==> src/rtl/rtc_bus_sequencer_if.sv <==
// ============================================================================
// Module      : rtc_bus_sequencer_if
// Description : Handshake and RTC pin bundle between the read/write controller
//               and rtc_bus_sequencer.
// Revision    : 1.0 - initial release
// ============================================================================
`default_nettype none

interface rtc_bus_sequencer_if;
    logic       start;
    logic       rw;
    logic [7:0] adr_in;
    logic [7:0] ADRESS;
    logic       BEnv_Adress;
    logic       BEnv_Data;
    logic       BRes_Data;
    logic       CS_n;
    logic       AD;
    logic       WR_n;
    logic       RD_n;
    logic       busy;
    logic       done;

    modport master (
        input  start, rw, adr_in,
        output ADRESS, BEnv_Adress, BEnv_Data, BRes_Data,
               CS_n, AD, WR_n, RD_n, busy, done
    );

    modport slave (
        output start, rw, adr_in,
        input  ADRESS, BEnv_Adress, BEnv_Data, BRes_Data,
               CS_n, AD, WR_n, RD_n, busy, done
    );
endinterface

`default_nettype wire

==> src/rtl/rtc_bus_sequencer.sv <==
// ============================================================================
// Module      : rtc_bus_sequencer
// Description : Multiplexed address/data bus initiator for the RTC chip.
//               Optional turnaround cycle: define RTC_BUS_TURNAROUND_EN.
// Revision    : 1.0 - initial release
// ============================================================================
`default_nettype none

module rtc_bus_sequencer #(
    parameter int T_LOW  = 4,
    parameter int T_HIGH = 4,
    parameter int T_GAP  = 2
) (
    input  wire logic             CLK,
    input  wire logic             RST,
    rtc_bus_sequencer_if.master   bus
);

    typedef enum logic [2:0] {
        S_IDLE     = 3'd0,
        S_ADR_LOW  = 3'd1,
        S_ADR_HIGH = 3'd2,
        S_TURN     = 3'd3,
        S_DAT_LOW  = 3'd4,
        S_DAT_HIGH = 3'd5,
        S_DONE     = 3'd6,
        S_GAP      = 3'd7
    } state_t;

    localparam logic [7:0] LOW_LAST  = 8'(T_LOW - 1);
    localparam logic [7:0] HIGH_LAST = 8'(T_HIGH - 1);
    localparam logic [7:0] GAP_LAST  = (T_GAP == 0) ? 8'd0 : 8'(T_GAP - 1);

    state_t     state_q, state_d;
    logic [7:0] cnt_q, cnt_d;
    logic       rw_q, rw_d;
    logic [7:0] adr_q, adr_d;

    logic cs_n_q, cs_n_d, ad_q, ad_d, wr_n_q, wr_n_d, rd_n_q, rd_n_d;
    logic benv_adr_q, benv_adr_d, benv_dat_q, benv_dat_d, bres_q, bres_d;
    logic busy_q, busy_d, done_q, done_d;

    always_comb begin
        state_d = state_q;
        rw_d    = rw_q;
        adr_d   = adr_q;
        case (state_q)
            S_IDLE: begin
                if (bus.start) begin
                    rw_d    = bus.rw;
                    adr_d   = bus.adr_in;
                    state_d = S_ADR_LOW;
                end
            end
            S_ADR_LOW:  if (cnt_q == LOW_LAST) state_d = S_ADR_HIGH;
            S_ADR_HIGH: begin
                if (cnt_q == HIGH_LAST) begin
`ifdef RTC_BUS_TURNAROUND_EN
                    state_d = S_TURN;
`else
                    state_d = S_DAT_LOW;
`endif
                end
            end
            S_TURN:     state_d = S_DAT_LOW;
            S_DAT_LOW:  if (cnt_q == LOW_LAST) state_d = S_DAT_HIGH;
            S_DAT_HIGH: if (cnt_q == HIGH_LAST) state_d = S_DONE;
            S_DONE:     state_d = (T_GAP == 0) ? S_IDLE : S_GAP;
            S_GAP:      if (cnt_q == GAP_LAST) state_d = S_IDLE;
            default:    state_d = S_IDLE;
        endcase

        // Phase counter restarts at zero on every state entry.
        if ((state_d != state_q) || (state_q == S_IDLE)) begin
            cnt_d = 8'd0;
        end else begin
            cnt_d = cnt_q + 8'd1;
        end
    end

    // Outputs are decoded from the next state so the registered pins line up
    // with the state they describe.
    always_comb begin
        cs_n_d     = 1'b1;
        ad_d       = 1'b1;
        wr_n_d     = 1'b1;
        rd_n_d     = 1'b1;
        benv_adr_d = 1'b0;
        benv_dat_d = 1'b0;
        bres_d     = 1'b0;
        busy_d     = (state_d != S_IDLE);
        done_d     = (state_d == S_DONE);
        case (state_d)
            S_ADR_LOW: begin
                cs_n_d     = 1'b0;
                ad_d       = 1'b0;
                wr_n_d     = 1'b0;
                benv_adr_d = 1'b1;
            end
            S_ADR_HIGH: begin
                ad_d       = 1'b0;
                benv_adr_d = 1'b1;
            end
            S_DAT_LOW: begin
                cs_n_d = 1'b0;
                if (rw_d) begin
                    rd_n_d = 1'b0;
                    bres_d = (cnt_d == LOW_LAST);
                end else begin
                    wr_n_d     = 1'b0;
                    benv_dat_d = 1'b1;
                end
            end
            S_DAT_HIGH: benv_dat_d = ~rw_d;
            default: ;
        endcase
    end

    always_ff @(posedge CLK) begin
        if (RST) begin
            state_q    <= S_IDLE;
            cnt_q      <= 8'd0;
            rw_q       <= 1'b0;
            adr_q      <= 8'h00;
            cs_n_q     <= 1'b1;
            ad_q       <= 1'b1;
            wr_n_q     <= 1'b1;
            rd_n_q     <= 1'b1;
            benv_adr_q <= 1'b0;
            benv_dat_q <= 1'b0;
            bres_q     <= 1'b0;
            busy_q     <= 1'b0;
            done_q     <= 1'b0;
        end else begin
            state_q    <= state_d;
            cnt_q      <= cnt_d;
            rw_q       <= rw_d;
            adr_q      <= adr_d;
            cs_n_q     <= cs_n_d;
            ad_q       <= ad_d;
            wr_n_q     <= wr_n_d;
            rd_n_q     <= rd_n_d;
            benv_adr_q <= benv_adr_d;
            benv_dat_q <= benv_dat_d;
            bres_q     <= bres_d;
            busy_q     <= busy_d;
            done_q     <= done_d;
        end
    end

    assign bus.ADRESS      = adr_q;
    assign bus.CS_n        = cs_n_q;
    assign bus.AD          = ad_q;
    assign bus.WR_n        = wr_n_q;
    assign bus.RD_n        = rd_n_q;
    assign bus.BEnv_Adress = benv_adr_q;
    assign bus.BEnv_Data   = benv_dat_q;
    assign bus.BRes_Data   = bres_q;
    assign bus.busy        = busy_q;
    assign bus.done        = done_q;

endmodule

`default_nettype wire
==> src/flat_wrapper.sv <==
// flat-port wrapper written by rule: the top's interface ports become plain ports
module rtc_bus_sequencer_flat 
#(
    parameter int T_LOW  = 4,
    parameter int T_HIGH = 4,
    parameter int T_GAP  = 2
)
  (CLK, RST, bus_start, bus_rw, bus_adr_in, bus_ADRESS, bus_BEnv_Adress, bus_BEnv_Data, bus_BRes_Data, bus_CS_n, bus_AD, bus_WR_n, bus_RD_n, bus_busy, bus_done);
  rtc_bus_sequencer_if bus_i ();
  input  wire logic CLK;
  input  wire logic RST;
  input wire logic [$bits(bus_i.start)-1:0] bus_start;
  input wire logic [$bits(bus_i.rw)-1:0] bus_rw;
  input wire logic [$bits(bus_i.adr_in)-1:0] bus_adr_in;
  output wire logic [$bits(bus_i.ADRESS)-1:0] bus_ADRESS;
  output wire logic [$bits(bus_i.BEnv_Adress)-1:0] bus_BEnv_Adress;
  output wire logic [$bits(bus_i.BEnv_Data)-1:0] bus_BEnv_Data;
  output wire logic [$bits(bus_i.BRes_Data)-1:0] bus_BRes_Data;
  output wire logic [$bits(bus_i.CS_n)-1:0] bus_CS_n;
  output wire logic [$bits(bus_i.AD)-1:0] bus_AD;
  output wire logic [$bits(bus_i.WR_n)-1:0] bus_WR_n;
  output wire logic [$bits(bus_i.RD_n)-1:0] bus_RD_n;
  output wire logic [$bits(bus_i.busy)-1:0] bus_busy;
  output wire logic [$bits(bus_i.done)-1:0] bus_done;
  assign bus_i.start = bus_start;
  assign bus_i.rw = bus_rw;
  assign bus_i.adr_in = bus_adr_in;
  assign bus_ADRESS = bus_i.ADRESS;
  assign bus_BEnv_Adress = bus_i.BEnv_Adress;
  assign bus_BEnv_Data = bus_i.BEnv_Data;
  assign bus_BRes_Data = bus_i.BRes_Data;
  assign bus_CS_n = bus_i.CS_n;
  assign bus_AD = bus_i.AD;
  assign bus_WR_n = bus_i.WR_n;
  assign bus_RD_n = bus_i.RD_n;
  assign bus_busy = bus_i.busy;
  assign bus_done = bus_i.done;
  rtc_bus_sequencer #(.T_LOW(T_LOW), .T_HIGH(T_HIGH), .T_GAP(T_GAP)) u_core (.CLK(CLK), .RST(RST), .bus(bus_i));
endmodule
==> config.mk <==
export PLATFORM = sky130hd
export DESIGN_NAME = rtc_bus_sequencer_flat
export DESIGN_NICKNAME = d
export VERILOG_FILES = /design/src/rtl/rtc_bus_sequencer_if.sv /design/src/rtl/rtc_bus_sequencer.sv /design/src/flat_wrapper.sv
export SDC_FILE = /design/constraint.sdc
export NUM_CORES = 1
export LEC_CHECK = 0
export BUFFER_PORTS_ARGS = -buffer_cell sky130_fd_sc_hd__buf_2
export CAP_MARGIN = 15
export CORE_MARGIN = 2
export CORE_UTILIZATION = 25
export CTS_CLUSTER_DIAMETER = 30
export DETAILED_ROUTE_END_ITERATION = 10
export SYNTH_ARGS = -nofsm -noshare
export SYNTH_HDL_FRONTEND = slang
export SYNTH_SLANG_ARGS = --single-unit
==> constraint.sdc <==
create_clock -name CLK -period 3.4 [get_ports CLK]
set_clock_uncertainty 0.05 [all_clocks]
set_input_delay 0.17 -clock CLK [delete_from_list [all_inputs] [get_ports CLK]]
set_output_delay 0.17 -clock CLK [all_outputs]
set_load 0.02 [all_outputs]
## Yosys cells after proc, flatten, opt, wreduce, memory -nomap -nowiden

Index checks and enable logic that the tools add are counted.

| storage, ports and cells | value |
|---|---|
| register bits | 29 |
| output and inout port bits | 17 |

| operators by class | value |
|---|---|
| $add $sub $neg | 1 |
| bitwise operators | 2 |
| eq/ne operators | 16 |
| reduce and logical (&&, ||, !) cells | 8 |
| multiplexer cells | 17 |

Operators with widths:

| kind | number |
|---|---|
| one-hot mux 3 bit (8 select lines) | 1 |
| == test 3 bit, second input constant | 7 |
| 2-to-1 mux 3 bit | 6 |
| == test 8 x 2 -> 1 bit, second input constant | 2 |
| == test 3 x 2 -> 1 bit, second input constant | 3 |
| adder 8 x 1 -> 8 bit, second input constant | 1 |
| == test 8 x 1 -> 1 bit, second input constant | 1 |
| 2-to-1 mux 8 bit | 1 |
| 2-to-1 mux 1 bit | 7 |
| == test 3 x 1 -> 1 bit, second input constant | 2 |
| OR reduction 2 bit | 3 |
| one-hot mux 1 bit (2 select lines) | 2 |
| zero test 3 bit | 1 |
| inequality test 3 bit | 1 |
| nonzero test 3 bit | 1 |
| OR reduction 3 bit | 1 |
| NOT 1 bit | 2 |
| AND reduction 2 bit | 1 |
| logical OR 1 bit | 1 |

## Logic depth before layout (Yosys ltp)

Gate-level depths: netlist (run 1).

| logic depth | value |
|---|---|
| depth in word-level cells | 7 |
| depth in mapped cells | 6 |
| gate-level depth less buffers | 6 |

## Least setup slack after synthesis (run 1)

Ideal clock, no wire load.

| timing | value |
|---|---|
| path type | flip-flop to flip-flop |
| from | reg u_core.cnt_q[0] |
| to | reg u_core.state_q[0] |
| data arrival time | 1.574 ns |
| stages on the path, launching flop included | 7 |
| data required time | 3.235 ns |
| setup time | 0.115 ns |
| buffers on the path | 1 |
| path slack | 1.660 ns |
| cells stage by stage | dfxtp_1 ha_1 clkbuf_2 or4b_1 o21ai_1 o21ai_1 o21ba_2 |

| on the way | value |
|---|---|
| longest elaborated chain between the ends | 3 |
| elaborated cells between the ends (all ways) | 8 |
| classes of those cells | eq/ne: 2; mux: 6 |

Ends and longest elaborated chain:

| what | RTL line | RTL |
|---|---|---|
| from (decl) | rtc_bus_sequencer.sv:35 | `logic [7:0] cnt_q, cnt_d;` |
| from (signal assigned) | rtc_bus_sequencer.sv:136 | `cnt_q <= cnt_d;` |
| == test 8 x 1 -> 1 bit / == test 8 x 2 -> 1 bit (equally long branches) | n/a |  |
| 2-to-1 mux 3 bit (on tied branches) | n/a |  |
| one-hot mux 3 bit (8 select lines) * | rtc_bus_sequencer.sv:47 | `case (state_q)` |
| to (signal assigned) | rtc_bus_sequencer.sv:135 | `state_q <= state_d;` |
| to (decl) | rtc_bus_sequencer.sv:34 | `state_t state_q, state_d;` |

Mark *: on every way between the ends. The rest lies on a longest branch, timed or not.
A chain may end at the register's enable or synchronous reset.

## Final worst setup path (run 1)

| timing | value |
|---|---|
| from | reg u_core.cnt_q[0] |
| to | reg u_core.done_q (netlist: u_core.bus.done) |

| on the way | value |
|---|---|
| longest elaborated chain between the ends | 4 |
| elaborated cells between the ends (all ways) | 9 |
| classes of those cells | eq/ne: 3; mux: 6 |

Ends and longest elaborated chain:

| what | RTL line | RTL |
|---|---|---|
| == test 8 x 1 -> 1 bit / == test 8 x 2 -> 1 bit (equally long branches) | n/a |  |
| 2-to-1 mux 3 bit (on tied branches) | n/a |  |
| one-hot mux 3 bit (8 select lines) * | rtc_bus_sequencer.sv:47 |  |
| == test 3 bit * | rtc_bus_sequencer.sv:92 | `done_d = (state_d == S_DONE);` |
| to (signal assigned) | rtc_bus_sequencer.sv:147 | `done_q <= done_d;` |
| to (decl) | rtc_bus_sequencer.sv:41 | `logic busy_q, busy_d, done_q, done_d;` |

Marks and branches as above.

==> results.txt, run 1 <==
----------------------------------------------------
[Status]
  Status ... completed

[Yosys]
  Most common cell in the netlist ... dfxtp_1
  Proportion of register bits with asynchronous set or reset after synthesis ... 0%
  Synth Cell Area ... 1410 µm²
  Leading post-synthesis cells by cell area ... dfxtp_1, nand2_1, nor2_1
  Post-synthesis register bit count ... 29
  Number of flops mapped to enable cells by yosys ... 0
  Gate count after technology mapping ... 162
  Number of different library cells in the post-synthesis netlist ... 51
  Primary FF master, synth ... dfxtp_1
  Sequential share of the synthesized area ... 41.1%
  Commonest cells in the netlist ... dfxtp_1, nand2_1, nor2_1, a21oi_1, nand3_1
  Area share of the leading cell type in the synthesized netlist ... 41.1%
  Average cell area after synthesis ... 8.72 µm²
  Library cell occupying the most area in the post-synthesis netlist ... dfxtp_1
  Nets in the synthesized netlist ... 176
  Syn. warnings ... 0

[Place]
  Routability congestion estimate from global placement ... 0.781
  Port-buffer cells ... 28
  Placed insts ... 249
  Post-place instance area ... 1580 µm²
  Dpl hpwl ... 2180 µm

[Layout]
  Final cell count without fillers ... 256
  Multi-input gate area in the final layout ... 751 µm²
  Storage element area ... 581 µm²
  Fill count ... 597
  Fin area ... 1670 µm²
  Net count, final ... 198
  Ant. Diodes ... 0
  Layout overhead on the synthesized area ... 18.0%
  Fraction of final layout cells sized beyond drive strength 1 ... 22.8%

[Clocking]
  Cells resized by post-CTS repair ... 0
  Total number of H-tree levels ... 2
  Post-CTS Setup Bufs ... 0
  Worst-case clock buffer depth ... 2
  Clock-pin slew of the registers on the worst-case setup and hold paths ... 60 ps
  Total clock sinks ... 29
  Clock tree from TritonCTS ... done
  Number of buffers created by CTS ... 5
  Cts hold-fix bufs ... 0
  Buffer type at the clock tree root ... clkbuf_8
  Later-pin clock latency in the skew report ... 270 ps

[Run]
  Reported max-cap violation count ... 0

[Hold path]
  Path category of the worst min-delay check ... in -> reg
  WHS Endpoint ... u_core.bus.ADRESS[0]$_SDFFE_PP0P_
  Number of cells on the worst hold path ... 3
  Hold Crit Start ... bus_adr_in[0]

[Floorplan]
  Count of boundary I/O pins ... 29
  Floorplan die width ... 79.2 µm
  DIE AREA ... 6270 µm²
  Placeable core region ... 5470 µm²
  Height of the die ... 79.2 µm
  Effective utilization at floorplan ... 25.8%
  Site Rows ... 27

[Timing]
  # setup viols final ... 0
  Final total negative setup slack ... 0 ps
  Tcrit/Tclk final ... 59.8%
  Setup repair after global routing missed its margin ... false
  Worst Max-Slew Pin Slew ... 690 ps
  Worst slew margin ... 54.0%
  Top achievable clock speed ... 492 MHz
  Final hold violations ... 0
  Shortest period the worst path allows ... 2030 ps
  Slew Viols, Final ... 0

[Global routing]
  Initial antenna violation count ... 0
  Via count of the first global-routing pass ... 1084
  Overflow after GRT ... 0
  Pin count of the biggest net entering global routing ... 22
  Aggregate global-route resource usage ... 10.3%
  First-pass GRT wire length ... 5020 µm

[Power]
  Power share of the clock group ... 38.6%
  Cell-internal power ... 544 µW
  Net switching share of the total power ... 24.0%
  Power share of the combinational group ... 10.6%
  Sequential share of power ... 50.8%
  Worst vdd ir ... 140 µV
  Standby leakage power ... 0.648 nW
  Switching pwr ... 172 µW
  Total power divided by cell area ... 430 nW/µm²

[Worst setup path]
  Number of cells traversed by the worst register-to-register path ... 5
  Startpoint of the most critical setup path ... u_core.cnt_q[0]$_SDFF_PP0_
  Type of origin of the critical path ... register
  R2R Path Start ... u_core.cnt_q[0]$_SDFF_PP0_
  Type of the setup path with the least slack ... reg -> reg
  Data arrival at the endpoint of the critical path ... 2160 ps
  Crit path required time ... 3530 ps
  Series of cell instances along the critical path ... ha_1 -> nor4b_4 -> a21o_1 -> a31oi_1 -> nor4_1
  Capturing element type of the critical path ... register
  Worst Path Max Fanout ... 8
  R2r setup slk ... 1370 ps
  Cell with the biggest individual delay on the critical path ... nor4b_4
  Terminus of the critical flop-to-flop path ... u_core.bus.done$_SDFF_PP0_
  Stage delay of the slowest cell on the critical path ... 430 ps

[Drt]
  Detail Route Antenna Nets ... 0
  Number of iterations in the first detailed-routing pass ... 4
  Routed via count divided by cell count ... 4.71
  Total via count after detailed routing ... 1207
  Drt first-iter violations ... 112
  Wire length after detailed routing ... 3070 µm
  Per-cell routed wire length ... 12.0 µm
  Number of DRC violations after detailed routing ... 0

----------------------------------------------------
placed cells by master, fill, tap and decap left out, types with 4 or more instances in the layout:
master / instances
buf_2: 28
dfxtp_1: 29
a21oi_1: 10
nand2_1: 18
clkbuf_8: 6
nand3_1: 7
xnor2_1: 4
inv_1: 5
nor2_1: 16
nand4_1: 4
power by group through the flow:
| stage | combinational (mW) | sequential, mW | clock (mW) |
|---|---|---|---|
| final | 0.0759 | 0.364 | 0.276 |
| after CTS | 0.0771 | 0.364 | 0.290 |
| after floorplan | 0.0414 | 0.381 | 0 |
| after global routing | 0.0847 | 0.366 | 0.304 |
| after global placement | 0.0758 | 0.371 | 0 |
| after detailed placement | 0.0769 | 0.372 | 0 |
logic make-up after synthesis:
kind of cell | Yosys count | synth area share (%)
AND/OR/NAND/NOR | 69 | 28.8
AO/OA/AOI/OAI | 37 | 18.2
flip-flops | 29 | 41.1
buffers and inverters | 18 | 5.76
XOR/XNOR | 6 | 3.72
adder cells (fa/ha/maj) | 2 | 1.77
multiplexers | 1 | 0.709
stage by stage:
stage / setup WS (ps) / power (mW) / hold WS (ps) / utilization (%)
2_1_floorplan: 1660 / 0.422 / 227 / -
3_3_place_gp: 1380 / 0.447 / 361 / 28.9
3_5_place_dp: 1360 / 0.449 / 369 / 28.9
4_1_cts: 1340 / 0.731 / 75.8 / 30.5
5_1_grt: 1170 / 0.754 / 91.5 / 30.5
6_report: 1370 / 0.716 / 83.9 / 30.5
routing by layer:
metal / routed length [µm] / global-route usage (%) / vias to the layer above
met3: 190 / 3.98 / 6
met4: 42 / 3.62 / 0
met2: 1390 / 16.1 / 35
li1: - / - / 622
met1: 1450 / 12.8 / 544
met5: 0 / 0 / -
critical path, delay by kind of cell, from the launching register on:
family                   cells  cell delay (ps)
AND/OR/NAND/NOR              2              740
flip-flops                   1              410
AO/OA/AOI/OAI                2              380
adder cells (fa/ha/maj)      1              350
worst max-delay path by stage:
stage / end / slack [ps] / cells after the start
finish: u_core.bus.done$_SDFF_PP0_ / 1370 / 5
global route: u_core.bus.done$_SDFF_PP0_ / 1170 / 5
detailed placement: u_core.bus.done$_SDFF_PP0_ / 1360 / 5
CTS: u_core.bus.done$_SDFF_PP0_ / 1340 / 5
floorplan: u_core.state_q[0]$_SDFF_PP0_ / 1660 / 6
global placement: u_core.bus.done$_SDFF_PP0_ / 1380 / 5
final cells by class:
class | count | area share, %
multi-input cells | 115 | 45.0
flip-flops and latches | 29 | 34.8
repair buffers | 28 | 8.41
well taps | 72 | 5.41
clock buffers | 7 | 5.18
inverters | 5 | 1.13
No activity file was read; power rests on OpenSTA's default activity.
==> run 2, diff against run 1 <==
==> constraint.sdc (replaced) <==
create_clock -name CLK -period 2 [get_ports CLK]
set_clock_uncertainty 0.05 [all_clocks]
set_input_delay 0.1 -clock CLK [delete_from_list [all_inputs] [get_ports CLK]]
set_output_delay 0.1 -clock CLK [all_outputs]
set_load 0.02 [all_outputs]
==> results.txt, run 2 (synthesized netlist as in run 1, its figures left out) <==
----------------------------------------------------
[Status]
  Status ... completed (unchanged)

[Layout]
  Fraction of final layout cells sized beyond drive strength 1 ... 27.9% (was 22.8%)
  Highest-count cells in the layout ignoring fill and taps ... buf_2, dfxtp_1, nand2_1 (was dfxtp_1, buf_2, nand2_1)
  Layout overhead on the synthesized area ... 29.2% (was 18.0%)
  Net count, final ... 210 (was 198)
  Ant. Diodes ... 0 (unchanged)
  Finished Core Util ... 33.4% (was 30.5%)
  Fill count ... 580 (was 597)

[Clocking]
  Worst-case clock buffer depth ... 2 (unchanged)
  Total clock sinks ... 29 (unchanged)
  Number of buffers created by CTS ... 5 (unchanged)
  Later-pin clock latency in the skew report ... 280 ps (was 270 ps)
  Clock-pin slew of the registers on the worst-case setup and hold paths ... 60 ps (about the same)
  Clock tree from TritonCTS ... done (unchanged)
  Total number of H-tree levels ... 2 (unchanged)
  Buffer type at the clock tree root ... clkbuf_8 (unchanged)

[Drt]
  Top Metal Used ... met4 (unchanged)
  Total via count after detailed routing ... 1246 (was 1207)
  Drt first-iter violations ... 74 (was 112)
  Number of iterations in the first detailed-routing pass ... 4 (unchanged)
  Per-cell routed wire length ... 11.5 µm (was 12.0 µm)
  Wire length after detailed routing ... 3100 µm (was 3070 µm)
  Routed via count divided by cell count ... 4.63 (was 4.71)
  Detail Route Antenna Nets ... 0 (unchanged)
  DR WL met3 ... 207 µm (was 190 µm)
  Number of DRC violations after detailed routing ... 0 (unchanged)
  Met1 routed wirelength after detailed routing ... 1420 µm (was 1450 µm)
  Total met2 wirelength after detailed routing ... 1410 µm (was 1390 µm)

[Timing]
  Shortest period the worst path allows ... 1780 ps (was 2030 ps)
  Slew Viols, Final ... 0 (unchanged)
  Final total negative setup slack ... 0 ps (unchanged)
  # setup viols final ... 0 (unchanged)
  Top achievable clock speed ... 562 MHz (was 492 MHz)
  Worst Max-Slew Pin Slew ... 386 ps (was 690 ps)
  Worst slew margin ... 74.2% (was 54.0%)
  Setup repair after global routing missed its margin ... false (unchanged)
  Tcrit/Tclk final ... 88.9% (was 59.8%)
  Final hold violations ... 0 (unchanged)

[Worst setup path]
  Number of cells traversed by the worst register-to-register path ... 6 (was 5)
  Crit path required time ... 2130 ps (was 3530 ps)
  Capturing element type of the critical path ... register (unchanged)
  Worst Path Max Fanout ... 6 (was 8)
  Type of the setup path with the least slack ... reg -> reg (unchanged)
  Data arrival at the endpoint of the critical path ... 1910 ps (was 2160 ps)
  Type of origin of the critical path ... register (unchanged)

[Floorplan]
  Count of boundary I/O pins ... 29 (unchanged)
  Floorplan die width ... 79.2 µm (unchanged)
  Placeable core region ... 5470 µm² (unchanged)
  DIE AREA ... 6270 µm² (unchanged)
  Site Rows ... 27 (unchanged)
  Height of the die ... 79.2 µm (unchanged)
  Effective utilization at floorplan ... 25.8% (unchanged)

[Global routing]
  Aggregate global-route resource usage ... 10.6% (was 10.3%)
  First-pass GRT wire length ... 5170 µm (was 5020 µm)
  Overflow after GRT ... 0 (unchanged)
  Via count of the first global-routing pass ... 1119 (was 1084)
  Pin count of the biggest net entering global routing ... 18 (was 22)
  Initial antenna violation count ... 0 (unchanged)

[Run]
  Reported max-cap violation count ... 0 (unchanged)

[Power]
  Total power divided by cell area ... 809 nW/µm² (was 430 nW/µm²)
  Standby leakage power ... 0.729 nW (was 0.648 nW)
  Worst vdd ir ... 330 µV (was 140 µV)

[Place]
  Routability congestion estimate from global placement ... 0.818 (was 0.781)
  Port-buffer cells ... 28 (unchanged)
  Dpl hpwl ... 2180 µm (about the same)

[Hold path]
  Path category of the worst min-delay check ... in -> reg (unchanged)
  Number of cells on the worst hold path ... 3 (unchanged)

----------------------------------------------------
==> run 2: cell count changes in the layout (fill, tap and decap cells not counted), sizes merged <==
cell | before | now
dlygate4sd3 | 0 | 3
clkinv | 0 | 1
clkbuf | 7 | 5
buf | 28 | 37
bufinv | 0 | 2
==> run 2: area by class of cell <==
type	instances	area (µm²)	share of cell area [%]
clock inverter	3	65.1	3.56
sequential	29	582	31.9
clock buffer	5	68.8	3.77
timing repair buffer	40	238	13.0
inverter	5	18.8	1.03
tap	72	90.1	4.93
multi-input combinational	115	763	41.8
==> run 2: worst paths after layout <==
path | from | end | slack (ps)
min | bus_adr_in[1] | u_core.bus.ADRESS[1]$_SDFFE_PP0P_ | 2
max | u_core.cnt_q[0]$_SDFF_PP0_ | u_core.bus.BEnv_Data$_SDFF_PP0_ | 220
max reg2reg | u_core.cnt_q[0]$_SDFF_PP0_ | u_core.bus.BEnv_Data$_SDFF_PP0_ | 220
min reg2reg | u_core.bus.ADRESS[4]$_SDFFE_PP0P_ | u_core.bus.ADRESS[4]$_SDFFE_PP0P_ | 400
==> run 2: repair_timing <==
| item | CTS | global route |
|---|---|---|
| buffers inserted | 0 | 1 |
| endpoints found under the hold margin | 3 | 0 |
| resized for setup | 0 | 3 |
| setup endpoints to repair | 0 | 12 |
| hold buffers | 3 | 0 |
==> run 2: layer usage <==
metal,global-route usage [%],vias to the layer above
li1,-,648
met1,12.7,556
met2,16.9,36
met3,3.41,6
met4,5.34,0
met5,0,-
==> run 2: where the power goes <==
group	internal (mW)	total, mW	switching [mW]
Clock	0.494	0.715	0.220
Sequential	0.601	0.613	0.0119
Combinational	0.0628	0.149	0.0865
Total	1.16	1.48	0.319
==> run 2: stage by stage <==
step	cells	worst slack [ps]	instance area (µm²)	power [mW]	hold slack (ps)
after floorplan	162	260	1410	0.717	157
after detailed placement	257	64.2	1640	0.770	297
after global routing	269	38.1	1830	1.55	13.3
after global placement	257	99.5	1640	0.769	291
final	269	221	1830	1.48	1.55
after CTS	268	40.0	1800	1.50	2.25
==> run 2: worst max-delay path, stage by stage (launching register included) <==
cell	delay, ps
dfxtp_2	390
ha_1	190
nor4bb_1	300
buf_4	170
a311oi_1	80
a31oi_1	280
and3b_1	210
